$ cat src/rtl/rr_pkg.sv
// Shared definitions for the round-robin grant mux.
//   DefN / DefW : default requester count and payload width.
//   gnt_state_e : grant controller states.
package rr_pkg;

    localparam int unsigned DefN = 8;
    localparam int unsigned DefW = 8;

    typedef enum logic [0:0] {
        StIdle,
        StWaitGnt
    } gnt_state_e;

endpackage

$ cat src/rtl/rr_req_fifo.sv
// Per-requester FIFO.
//   i_clk, i_rstn : clock, asynchronous active-high reset
//   i_push/i_data : enqueue strobe and payload (dropped when full)
//   i_pop         : dequeue strobe (ignored when empty)
//   o_head        : payload at the head of the queue
//   o_full/o_empty: occupancy flags
module rr_req_fifo #(
    parameter int unsigned W     = 8,
    parameter int unsigned DEPTH = 2
) (
    input  logic         i_clk,
    input  logic         i_rstn,
    input  logic         i_push,
    input  logic [W-1:0] i_data,
    input  logic         i_pop,
    output logic [W-1:0] o_head,
    output logic         o_full,
    output logic         o_empty
);

    localparam int unsigned AW = $clog2(DEPTH);
    localparam logic [AW:0] PtrOne = {{AW{1'b0}}, 1'b1};

    // Pointers carry one extra wrap bit to tell full from empty.
    logic [AW:0]  wr_ptr_q, wr_ptr_d;
    logic [AW:0]  rd_ptr_q, rd_ptr_d;
    logic [W-1:0] mem_q [DEPTH];
    logic         do_push, do_pop;

    assign o_empty = (wr_ptr_q == rd_ptr_q);
    assign o_full  = (wr_ptr_q[AW] != rd_ptr_q[AW]) &&
                     (wr_ptr_q[AW-1:0] == rd_ptr_q[AW-1:0]);

    // Full is judged on the current occupancy, so a same-cycle pop does not rescue a push.
    assign do_push = i_push && !o_full;
    assign do_pop  = i_pop && !o_empty;
    assign o_head  = mem_q[rd_ptr_q[AW-1:0]];

    always_comb begin
        wr_ptr_d = wr_ptr_q;
        rd_ptr_d = rd_ptr_q;
        if (do_push) wr_ptr_d = wr_ptr_q + PtrOne;
        if (do_pop)  rd_ptr_d = rd_ptr_q + PtrOne;
    end

    always_ff @(posedge i_clk or posedge i_rstn) begin
        if (i_rstn) begin
            wr_ptr_q <= '0;
            rd_ptr_q <= '0;
        end else begin
            wr_ptr_q <= wr_ptr_d;
            rd_ptr_q <= rd_ptr_d;
        end
    end

    // Storage needs no reset: nothing is read until a push has written it.
    always_ff @(posedge i_clk) begin
        if (do_push) mem_q[wr_ptr_q[AW-1:0]] <= i_data;
    end

endmodule

$ cat src/rtl/rr_grant_mux.sv
// Round-robin grant mux: N request queues, an external registered arbiter,
// and a single registered output stage with valid/ready handshake.
//   i_clk, i_rstn : clock, asynchronous active-high reset
//   i_push/i_data : per-requester enqueue (slice k = bits [k*W +: W])
//   o_full/o_req  : per-queue full / non-empty
//   o_arb_en      : asks the arbiter for a grant (answered on i_gnt next cycle)
//   i_gnt         : registered grant vector, sampled only in StWaitGnt
//   o_valid/o_data/o_src/i_ready : output payload, its source, downstream accept
//   o_err         : sticky flag for a bad grant (zero, multi-hot or empty queue)
module rr_grant_mux
    import rr_pkg::*;
#(
    parameter  int unsigned N     = DefN,
    parameter  int unsigned W     = DefW,
    parameter  int unsigned DEPTH = 2,
    localparam int unsigned M     = $clog2(N)
) (
    input  logic           i_clk,
    input  logic           i_rstn,
    input  logic [N-1:0]   i_push,
    input  logic [N*W-1:0] i_data,
    output logic [N-1:0]   o_full,
    output logic [N-1:0]   o_req,
    output logic           o_arb_en,
    input  logic [N-1:0]   i_gnt,
    output logic           o_valid,
    output logic [W-1:0]   o_data,
    output logic [M-1:0]   o_src,
    input  logic           i_ready,
    output logic           o_err
);

    localparam logic [N-1:0] GntOne = {{(N-1){1'b0}}, 1'b1};

    gnt_state_e   state_q, state_d;
    logic [N-1:0] empty;
    logic [N-1:0] pop;
    logic [W-1:0] head [N];
    logic         in_wait, gnt_onehot, gnt_hit, load, err_set, out_free;
    logic [W-1:0] sel_data;
    logic [M-1:0] sel_src;
    logic         valid_q, valid_d;
    logic [W-1:0] data_q;
    logic [M-1:0] src_q;
    logic         err_q;

    for (genvar k = 0; k < N; k++) begin : g_fifo
        rr_req_fifo #(
            .W     (W),
            .DEPTH (DEPTH)
        ) u_fifo (
            .i_clk   (i_clk),
            .i_rstn  (i_rstn),
            .i_push  (i_push[k]),
            .i_data  (i_data[k*W +: W]),
            .i_pop   (pop[k]),
            .o_head  (head[k]),
            .o_full  (o_full[k]),
            .o_empty (empty[k])
        );
    end

    assign o_req = ~empty;

    // Grant is only meaningful in StWaitGnt; elsewhere it is ignored entirely.
    assign in_wait    = (state_q == StWaitGnt);
    assign gnt_onehot = (i_gnt != '0) && ((i_gnt & (i_gnt - GntOne)) == '0);
    assign gnt_hit    = |(i_gnt & o_req);
    assign load       = in_wait && gnt_onehot && gnt_hit;
    assign err_set    = in_wait && !load;
    assign pop        = load ? i_gnt : '0;
    assign out_free   = !valid_q || i_ready;

    always_comb begin
        state_d  = state_q;
        o_arb_en = 1'b0;
        case (state_q)
            StIdle: begin
                if (|o_req && out_free) begin
                    o_arb_en = 1'b1;
                    state_d  = StWaitGnt;
                end
            end
            StWaitGnt: state_d = StIdle;
            default:   state_d = StIdle;
        endcase
    end

    // Head select; only consulted when the grant is one-hot.
    always_comb begin
        sel_data = '0;
        sel_src  = '0;
        for (int unsigned k = 0; k < N; k++) begin
            if (i_gnt[k]) begin
                sel_data = head[k];
                sel_src  = M'(k);
            end
        end
    end

    always_comb begin
        valid_d = valid_q;
        if (load) begin
            valid_d = 1'b1;
        end else if (valid_q && i_ready) begin
            valid_d = 1'b0;
        end
    end

    always_ff @(posedge i_clk or posedge i_rstn) begin
        if (i_rstn) begin
            state_q <= StIdle;
            valid_q <= 1'b0;
            data_q  <= '0;
            src_q   <= '0;
            err_q   <= 1'b0;
        end else begin
            state_q <= state_d;
            valid_q <= valid_d;
            if (load) begin
                data_q <= sel_data;
                src_q  <= sel_src;
            end
            if (err_set) err_q <= 1'b1;
        end
    end

    assign o_valid = valid_q;
    assign o_data  = data_q;
    assign o_src   = src_q;
    assign o_err   = err_q;

endmodule

$ cat config.mk
export PLATFORM = sky130hd
export DESIGN_NAME = rr_grant_mux
export DESIGN_NICKNAME = d
export VERILOG_FILES = /design/src/rtl/rr_pkg.sv /design/src/rtl/rr_req_fifo.sv /design/src/rtl/rr_grant_mux.sv
export SDC_FILE = /design/constraint.sdc
export NUM_CORES = 1
export LEC_CHECK = 0
export ABC_AREA = 1
export BUFFER_PORTS_ARGS = -buffer_cell sky130_fd_sc_hd__buf_2
export CORE_ASPECT_RATIO = 0.6
export CORE_UTILIZATION = 35
export DETAILED_ROUTE_END_ITERATION = 10
export HOLD_SLACK_MARGIN = 0.03
export SYNTH_ARGS = -nofsm -noshare
export SYNTH_HDL_FRONTEND = slang
export SYNTH_SLANG_ARGS = --single-unit
$ cat constraint.sdc
create_clock -name i_clk -period 3 [get_ports i_clk]
set_clock_uncertainty 0.2 [all_clocks]
set_input_delay 0.6 -clock i_clk [delete_from_list [all_inputs] [get_ports i_clk]]
set_output_delay 0.6 -clock i_clk [all_outputs]
set_load 0.01 [all_outputs]
# Word level (Yosys, flattened, before mapping)
# Memory sizes are Yosys's and may differ from the RTL's.
# Cells that the tools add are included.
dict set report word_totals {
  reg_bits 46
  ram_bits 128
  inputBits 83
  output_inout_bits 30
  word_cells 165
  n_memories 8
}
# memory depth width rd rd_clocked_by_memory_dff wr line
set memory_table {}
lappend memory_table {{g_fifo[0].u_fifo.mem_q} 2 8 1 0 1 rr_req_fifo.sv:27} ;# logic [W-1:0] mem_q [DEPTH];
lappend memory_table {{g_fifo[1].u_fifo.mem_q} 2 8 1 0 1 rr_req_fifo.sv:27}
lappend memory_table {{g_fifo[2].u_fifo.mem_q} 2 8 1 0 1 rr_req_fifo.sv:27}
lappend memory_table {{g_fifo[3].u_fifo.mem_q} 2 8 1 0 1 rr_req_fifo.sv:27}
lappend memory_table {{g_fifo[4].u_fifo.mem_q} 2 8 1 0 1 rr_req_fifo.sv:27}
lappend memory_table {{g_fifo[5].u_fifo.mem_q} 2 8 1 0 1 rr_req_fifo.sv:27}
lappend memory_table {{+2 memories} - - - - - -}
dict set report classes {
  addsub 17
  eq_ne 24
  mux 37
  bitwise_logic 4
  reduce_logical 54
}
# cell count
set ops {}
lappend ops {{$mux 8} 9}
lappend ops {{$add 2x1->2 const B} 16}
lappend ops {{$logic_and 1x1->1} 30}
lappend ops {{$mux 1} 21}
lappend ops {{$logic_not 1->1} 18}
lappend ops {{$mux 3} 6}
lappend ops {{$and 8x8->8} 2}
lappend ops {{$eq 2x2->1} 8}
lappend ops {{$reduce_or 8->1} 2}
lappend ops {{$eq 1x1->1} 8}
lappend ops {{$logic_not 8->1} 1}
lappend ops {{$ne 1x1->1} 8}
lappend ops {{$not 8->8} 1}
lappend ops {{$reduce_bool 8->1} 1}
lappend ops {{$sub 8x1->8 const B} 1}
lappend ops {{$pmux 1 s2} 1}
lappend ops {{$reduce_bool 2->1} 1}
lappend ops {{$logic_or 1x1->1} 1}
lappend ops {{$not 1->1} 1}

# Depth between registers and ports, before layout
# Gate-level depths: netlist of run 1.
# An unclocked memory read counts as a cell.
dict set report logic_depth {
  word_depth 9
  depth_mapped 14
  depth_no_buf 12
}

# Hierarchy
# Synthesis of run 1 repeated with hierarchy kept, for this count alone.
dict set report hier_totals {
  hier_cells 923
  area_unflattened_um2 8436.8
}
# mod n_inst cells_per_inst area_each_um2 seq_area_each_um2
set modules_own_cells {}
lappend modules_own_cells {rr_req_fifo 8 83 870.8 580.6}
lappend modules_own_cells {rr_grant_mux 1 259 1470.2 350.3}

# Least setup slack after synthesis of run 1
# OpenSTA, ideal clock, no wires.
dict set report synth_path {
  path_kind {input to register}
  from {in i_gnt[7]}
  to {reg g_fifo[5].u_fifo.rd_ptr_q[0]}
  setup_time_ns 0.123
  arrival_time_ns 1.665
  required_time_ns 2.677
  path_slack_ns 1.011
  path_stages 14
  n_path_buf 2
  path_cell_list {buf_4 inv_2 nand2_2 nor2_2 nand2_1 nand2_1 clkinv_1 nand2_2 nor2_4 nand2_4 buf_12 nor2_4 nand2_1 nand2_1}
}
dict set report synth_via {
  elab_chain_cells 8
  word_cells_on_any_way 11
  classes_between {add/sub (1); mux (1); bitwise (2); reduce/logical (7)}
}
# element line
set synth_rtl {}
lappend synth_rtl {{start, declared} rr_grant_mux.sv:25} ;# input logic [N-1:0] i_gnt,
lappend synth_rtl {{$sub 8x1->8} rr_grant_mux.sv:67} ;# assign gnt_onehot = (i_gnt != '0) && ((i_gnt & (i_gnt - GntOne)) == '0);
lappend synth_rtl {{$and 8x8->8} rr_grant_mux.sv:67}
lappend synth_rtl {{$logic_not 8->1} rr_grant_mux.sv:67}
lappend synth_rtl {{$logic_and 1x1->1} rr_grant_mux.sv:67}
lappend synth_rtl {{$logic_and 1x1->1} rr_grant_mux.sv:69} ;# assign load = in_wait && gnt_onehot && gnt_hit;
lappend synth_rtl {{$logic_and 1x1->1 (*)} rr_grant_mux.sv:69}
lappend synth_rtl {{$mux 8 (*)} rr_grant_mux.sv:71} ;# assign pop = load ? i_gnt : '0;
lappend synth_rtl {{$logic_and 1x1->1 (*)} rr_req_fifo.sv:36} ;# assign do_pop = i_pop && !o_empty;
lappend synth_rtl {{end signal, assigned} rr_req_fifo.sv:52} ;# rd_ptr_q <= rd_ptr_d;
lappend synth_rtl {{end, declared} rr_req_fifo.sv:26} ;# logic [AW:0] rd_ptr_q, rd_ptr_d;
# Mark *: on every way between the ends. The rest lies on a longest branch, timed or not.
# A chain may end at the register's enable or synchronous reset.

# Worst setup path in the final report of run 1
dict set report layout_path {
  from {reg g_fifo[3].u_fifo.rd_ptr_q[0]}
  to {out o_arb_en}
}
dict set report layout_via {
  elab_chain_cells 6
}
# element line
set layout_rtl {}
lappend layout_rtl {{start, declared} rr_req_fifo.sv:26}
lappend layout_rtl {{start signal, assigned} rr_req_fifo.sv:52}
lappend layout_rtl {{$eq 2x2->1} rr_req_fifo.sv:30} ;# assign o_empty = (wr_ptr_q == rd_ptr_q);
lappend layout_rtl {{$not 8->8} rr_grant_mux.sv:63} ;# assign o_req = ~empty;
lappend layout_rtl {{$reduce_or 8->1} rr_grant_mux.sv:79} ;# if (|o_req && out_free) begin
lappend layout_rtl {{$logic_and 1x1->1} rr_grant_mux.sv:79}
lappend layout_rtl {{$mux 1} rr_grant_mux.sv:79}
lappend layout_rtl {{$mux 1} rr_grant_mux.sv:77} ;# case (state_q)
lappend layout_rtl {{end, declared} rr_grant_mux.sv:24} ;# output logic o_arb_en,
# No other way between the ends.

==> results of run 1 <==
## Yosys cell counts, types with 3 or more instances
cell and count:
nand2_1 262, o21ai_1 8, nand3_1 19, clkbuf_1 4, edfxtp_1 128, o22ai_1 3, nor2_4 9, inv_1 66
nor2_2 3, nand2_2 4, xor2_1 16, dfrtp_1 46, buf_2 6, nor2_1 80, a21oi_1 43, inv_2 13
buf_4 10, buf_1 4, o21ai_0 45, buf_6 3
## worst min-delay path by stage
stage                                         endpoint  slack [ps]
after floorplan           g_fifo[1].u_fifo.wr_ptr_q[1]         260
after global placement                       o_data[0]         260
after detailed placement                     o_data[5]         270
after CTS                 g_fifo[0].u_fifo.mem_q[0][4]         130
after global routing      g_fifo[7].u_fifo.mem_q[0][6]         130
final                     g_fifo[4].u_fifo.mem_q[0][0]         150
## power groups by stage
stage | logic [mW] | clock network [mW] | registers, mW
6_report | 1.77 | 2.29 | 3.45
5_1_grt | 1.98 | 2.42 | 3.51
4_1_cts | 1.76 | 2.33 | 3.45
3_5_place_dp | 1.75 | 0 | 3.50
3_3_place_gp | 1.74 | 0 | 3.50
2_1_floorplan | 1.10 | 0 | 3.44
## logic make-up after synthesis
logic type | count (synthesis)
flops | 174
simple gates | 385
compound gates | 108
xor+xnor | 16
buf+inv | 110
## state kept, by name (all words and copies together) (netlist names)
signal and flops:
o_src 3, g_fifo.u_fifo.mem_q 128, o_err 1, g_fifo.u_fifo.rd_ptr_q 16
o_valid 1, in_wait 1, g_fifo.u_fifo.wr_ptr_q 16, o_data 8
## worst reg2reg max path, cell delays in order (launching register included)
cell and delay [ps]:
dfrtp_1 430, inv_2 190, nand2_1 100, nand2_1 60, nand2_1 190, nand2_1 110
nand2_1 50, nor2_1 130, nand2_1 130, nand2_4 490, inv_6 90, nand2_1 100
nand2_1 50
## per-stage QoR
step	hold slack, ps	setup WS [ps]
finish	149	122
global route	129	7.04
CTS	133	27.1
detailed placement	272	398
global placement	259	425
floorplan	263	1010
## metal layers
layer | wire length [um] | part of all wire, %
met1 | 11300 | 56
met2 | 7280 | 36
met3 | 1570 | 7.8
met4 | 118 | 0.58
met5 | 13 | 0.064
## what timing repair did
| action | in CTS | in global routing |
|---|---|---|
| gates resized for setup | 0 | 2 |
| endpoints found under the setup margin | 0 | 1 |
| hold endpoints to repair | 18 | 0 |
| hold buffers | 1 | 0 |
## area by class of cell
type	instances	area share, %
Clock buffer	18	4.58
Timing Repair Buffer	142	8.42
Tap cell	279	3.73
Inverter	82	3.39
Multi-Input combinational cell	509	24.7
Clock inverter	14	1.84
Sequential cell	174	53.3
==> summary.txt, run 1 <==
Outcome
  – Status: complete, no violations

Worst hold path
  – WHS Path Cells: 1
  – Hold crit path type: in -> reg
  – Hold path start: i_data[32]

Setup path
  – CP startpoint: g_fifo[3].u_fifo.rd_ptr_q[0]
  – Worst Setup End Kind: output pin
  – CP startpoint kind: register
  – CP required: 2200 ps
  – Max FO, Critical Path: 10
  – Reg2reg end: o_data[3]
  – CP delay by family, top: simple AND/OR/NAND/NOR gates
  – RR Startpoint: g_fifo[6].u_fifo.rd_ptr_q[0]
  – Critical path type: reg -> out
  – Worst-path cell chain: inv_2 > nand2_1 > nand2_1 > nand2_1 > nor4_2 > a21oi_1 > buf_2
  – CP bufs+invs: 2
  – Crit path top cell by count: nand2_1
  – Critical Path Max Stage Delay: 420 ps
  – Slowest cell on the critical path: dfrtp_1
  – Reg2Reg Setup Slack: 560 ps
  – Worst setup path endpoint: o_arb_en
  – Critical Path AT: 2080 ps
  – Worst path depth: 7
  – FF-to-FF path depth: 12

Yosys
  – Post-Syn Area: 7800 um^2
  – Post-synthesis async set-or-reset flop share: 26.4%
  – Synth Net Count: 876
  – Post-Synth XOR/XNOR Area: 1.80%
  – Largest family of logic cells by synthesized area: simple AND/OR/NAND/NOR gates
  – Post-synth cell types: 35
  – Synth warn: 0
  – Seq cells post-synth: 174
  – Top-area cell type share of the netlist area: 49.3%
  – Main synth FF type: edfxtp_1
  – Post-Syn Instances: 793
  – Compound-gate portion of the synthesized area: 7.41%
  – Area share of fa/ha/maj cells after synthesis: 0%
  – Avg Cell Area, Syn: 9.84 um^2
  – EDFF count, synth: 128
  – Sequential-to-total area share from yosys stat: 64.0%
  – Main area contributors after synthesis: edfxtp_1 (49%), dfrtp_1 (15%), nand2_1 (13%)
  – Synth Area in Simple Gates: 20.3%
  – Cell taking the most area after synthesis: edfxtp_1
  – Mux contribution to synthesized area: 0%

Timing
  – Slew headroom: 41.0%
  – Max Slew Vio Count: 0
  – Hold Violations, Final: 0
  – Setup Viol. Count Final: 0
  – Least-Margin Pin Slew: 881 ps
  – RSZ-0062 raised after global routing: false
  – Fin crit period: 2880 ps
  – Final worst path period share: 95.9%
  – Fmax: 0.348 GHz
  – Sum Neg Setup Slack: 0 ps

Drt
  – Routed vias/inst: 4.70
  – DRC Markers: 0
  – Routed wire length: 20.3 mm
  – DRT Pass-1 Iters: 5
  – Total number of vias: 5726
  – DR WL/cell: 16.7 um
  – DRT iter0 DRCs: 551
  – DRT antenna net count: 0

Global route
  – Pin count of the biggest net entering global routing: 41
  – GRT Util Overall: 18.5%
  – Vias in the first global route: 5426
  – Layer with the highest usage: met1
  – Gr ovfl total: 0
  – Met2 Use GR: 22.6%
  – Initial antenna violation count: 1
  – First-pass GRT wire length: 31.4 mm
  – GRT met1 Usage: 31.0%
  – GR Layer Usage met3: 4.84%

Layout
  – Antenna cells: 0
  – FF+latch area: 4990 um^2
  – Most frequent cells in the layout: nand2_1 (262), edfxtp_1 (128), buf_2 (112)
  – Commonest non-fill, non-tap cell in the layout: nand2_1
  – Layout cells sized above 1: 22.4%
  – Area grow syn2layout: 20.0%
  – Core Util, Final: 43.7%
  – Finished Cell Area: 9360 um^2
  – Footprint of the multi-input gates: 2310 um^2
  – Post-Layout Cell Count: 1218
  – Number of fill cells: 2095
  – Nets@finish: 1009

Power and ir drop
  – Switching share of power: 32.8%
  – Sw power: 2.47 mW
  – Design Power: 7.51 mW
  – Pleak: 4.25 nW
  – Peak VDD IR: 0.382 mV
  – Int Pwr: 5.04 mW
  – Pwr dens: 802 nW/um^2
  – Clk pwr share: 30.5%
  – Gate power share: 23.5%
  – Sequential fraction of design power: 46.0%

Clocking
  – Clk slew on worst S/H paths: 70 ps
  – TritonCTS clock tree: done
  – CTS H-tree lvls: 4
  – Clock sink count: 174
  – CTS max path bufs: 2
  – Setup Buffers After CTS: 0
  – Clock insertion delay at the later pin of the skew report: 430 ps
  – CTS Buf Count: 17
  – CTS root buf: clkbuf_16

Place
  – Placed inst area: 8740 um^2
  – DP HPWL: 15.6 mm
  – Dpl cells: 1185
  – Gpl congestion: 0.856
  – # port buffers: 112

Floorplanning
  – IO Pins: 113
  – Die Y-Extent: 118 um
  – Num rows: 41
  – Initial Util: 36.4%
  – Die area: 22900 um^2
  – Die Span X: 195 um
  – Core footprint: 21400 um^2

Flow run
  – # Max-Cap Violations: 0
(Power assumes the default switching activity.)
==> run 2, diff against run 1 <==
--- a/config.mk
+++ b/config.mk
@@ -8,9 +8,11 @@
 export ABC_AREA = 1
 export BUFFER_PORTS_ARGS = -buffer_cell sky130_fd_sc_hd__buf_2
 export CORE_ASPECT_RATIO = 0.6
+export CORE_MARGIN = 2
 export CORE_UTILIZATION = 35
 export DETAILED_ROUTE_END_ITERATION = 10
 export HOLD_SLACK_MARGIN = 0.03
 export SYNTH_ARGS = -nofsm -noshare
 export SYNTH_HDL_FRONTEND = slang
 export SYNTH_SLANG_ARGS = --single-unit
+export TNS_END_PERCENT = 10
==> summary.txt, run 2 (synthesized netlist as in run 1, its figures left out) <==
Global route
  – Initial antenna violation count: 0
  – First-pass GRT wire length: 30.1 mm
  – Pin count of the biggest net entering global routing: 47
  – GRT Util Overall: 17.3%
  – Gr ovfl total: 0
  – Vias in the first global route: 5316

Place
  – DP HPWL: 14.8 mm
  – # port buffers: 112
  – Gpl congestion: 0.823

Power and ir drop
  – Pleak: 4.24 nW
  – Switching share of power: 31.5%
  – Sw power: 2.38 mW
  – Design Power: 7.56 mW
  – Int Pwr: 5.18 mW
  – Pwr dens: 806 nW/um^2
  – Gate power share: 22.8%
  – Clk pwr share: 31.2%
  – Peak VDD IR: 0.441 mV
  – Sequential fraction of design power: 46.0%

Timing
  – Sum Neg Setup Slack: 0 ps
  – Least-Margin Pin Slew: 758 ps
  – Max Slew Vio Count: 0
  – Slew headroom: 49.3%
  – Hold Violations, Final: 0
  – Fmax: 0.349 GHz
  – Setup Viol. Count Final: 0
  – Final worst path period share: 95.6%
  – RSZ-0062 raised after global routing: false
  – Fin crit period: 2870 ps

Drt
  – DRT antenna net count: 0
  – DRT Pass-1 Iters: 4
  – DRC Markers: 0
  – DR WL/cell: 16.1 um
  – Routed wire length: 19.7 mm
  – Routed vias/inst: 4.65
  – Total number of vias: 5672
  – DRT iter0 DRCs: 474

Floorplanning
  – Die Span X: 197 um
  – Die area: 23500 um^2
  – Core footprint: 22000 um^2
  – Initial Util: 35.5%
  – IO Pins: 113
  – Die Y-Extent: 120 um
  – Num rows: 42

Setup path
  – CP startpoint kind: register
  – FF-to-FF path depth: 12
  – Max FO, Critical Path: 12
  – CP required: 2200 ps
  – Reg2Reg Setup Slack: 550 ps
  – CP startpoint: g_fifo[0].u_fifo.rd_ptr_q[0]
  – Critical Path AT: 2070 ps
  – RR Startpoint: g_fifo[7].u_fifo.rd_ptr_q[0]
  – Reg2reg end: o_data[3]
  – Critical path type: reg -> out
  – Worst Setup End Kind: output pin
  – Worst setup path endpoint: o_arb_en

Clocking
  – Setup Buffers After CTS: 0
  – CTS root buf: clkbuf_16
  – CTS max path bufs: 2
  – # resized after CTS: 5
  – Clock sink count: 174
  – CTS H-tree lvls: 4
  – Clk slew on worst S/H paths: 70 ps
  – CTS Buf Count: 17
  – CTS Hold Bufs: 0
  – Clock insertion delay at the later pin of the skew report: 430 ps
  – TritonCTS clock tree: done

Layout
  – Commonest non-fill, non-tap cell in the layout: nand2_1
  – Footprint of the multi-input gates: 2320 um^2
  – Number of fill cells: 2125
  – Area grow syn2layout: 20.2%
  – FF+latch area: 5000 um^2
  – Most frequent cells in the layout: nand2_1 (262), edfxtp_1 (128), buf_2 (112)
  – Flip-flop count of the largest register after layout: 128
  – Layout cells sized above 1: 22.4%
  – Nets@finish: 1004

Outcome
  – Status: complete, no violations

Flow run
  – # Max-Cap Violations: 0

Worst hold path
  – Hold crit path type: in -> async
==> run 2: cell types whose count changed in the layout (fill, tap and decap cells not counted), sizes merged <==
cell         before  now
inv              89   82
clkinv            3    9
buf             141  137
bufinv            2    4
clkinvlp          2    1
diode             0    1
dlygate4sd3       1    0
==> run 2: worst min-delay path by stage <==
stage                                   end                    startpoint  slack (ps)  depth (start not counted)
5_1_grt        g_fifo[7].u_fifo.mem_q[1][6]                    i_data[62]         140                          1
3_3_place_gp                      o_data[5]                     o_data[5]         260                          2
3_5_place_dp                      o_data[0]                     o_data[0]         260                          2
4_1_cts        g_fifo[6].u_fifo.mem_q[0][3]                    i_data[51]         140                          1
2_1_floorplan  g_fifo[1].u_fifo.wr_ptr_q[1]  g_fifo[1].u_fifo.wr_ptr_q[1]         260                          1
6_report                            o_valid                        i_rstn         130                          3
==> run 2: area by class of cell <==
cell class | count | share of cell area [%]
tap | 286 | 3.82
timing repair buffer | 137 | 7.98
sequential | 174 | 53.3
clock inverter | 14 | 2.03
clock buffer | 18 | 4.58
multi-input combinational | 509 | 24.8
inverter | 82 | 3.47
antenna | 1 | 0.0267
==> run 2: power by group through the flow <==
stage               Sequential, mW  Clock, mW  Combinational, mW
floorplan                     3.44          0               1.10
CTS                           3.47       2.39               1.72
global route                  3.53       2.48               1.95
global placement              3.51          0               1.69
detailed placement            3.51          0               1.71
finish                        3.47       2.36               1.72
==> run 2: critical path, stage by stage, from the launching register on <==
cell	delay [ps]
dfrtp_2	530
inv_4	110
nand2_1	110
nand2_1	50
nand2_1	180
nor4_2	80
a21oi_1	350
buf_2	210
==> run 2: per-stage QoR <==
stage               setup slack, ps  instances  util, %  hold slack, ps  area, um^2
floorplan                      1010        793        -             263        7800
global placement                336       1188     39.7             261        8720
detailed placement              358       1188     39.7             264        8720
CTS                            26.1       1220     42.6             136        9350
global route                   15.4       1220     42.7             141        9370
finish                          132       1221     42.7             127        9370
==> run 2: per-layer routing <==
layer | global-route usage, % | share of wire, % | vias to the layer above
met4 | 4.61 | 0.99 | 0
met3 | 4.81 | 7.5 | 16
met5 | 0 | 0 | -
li1 | - | - | 2850
met2 | 22.0 | 38 | 198
met1 | 28.1 | 54 | 2608
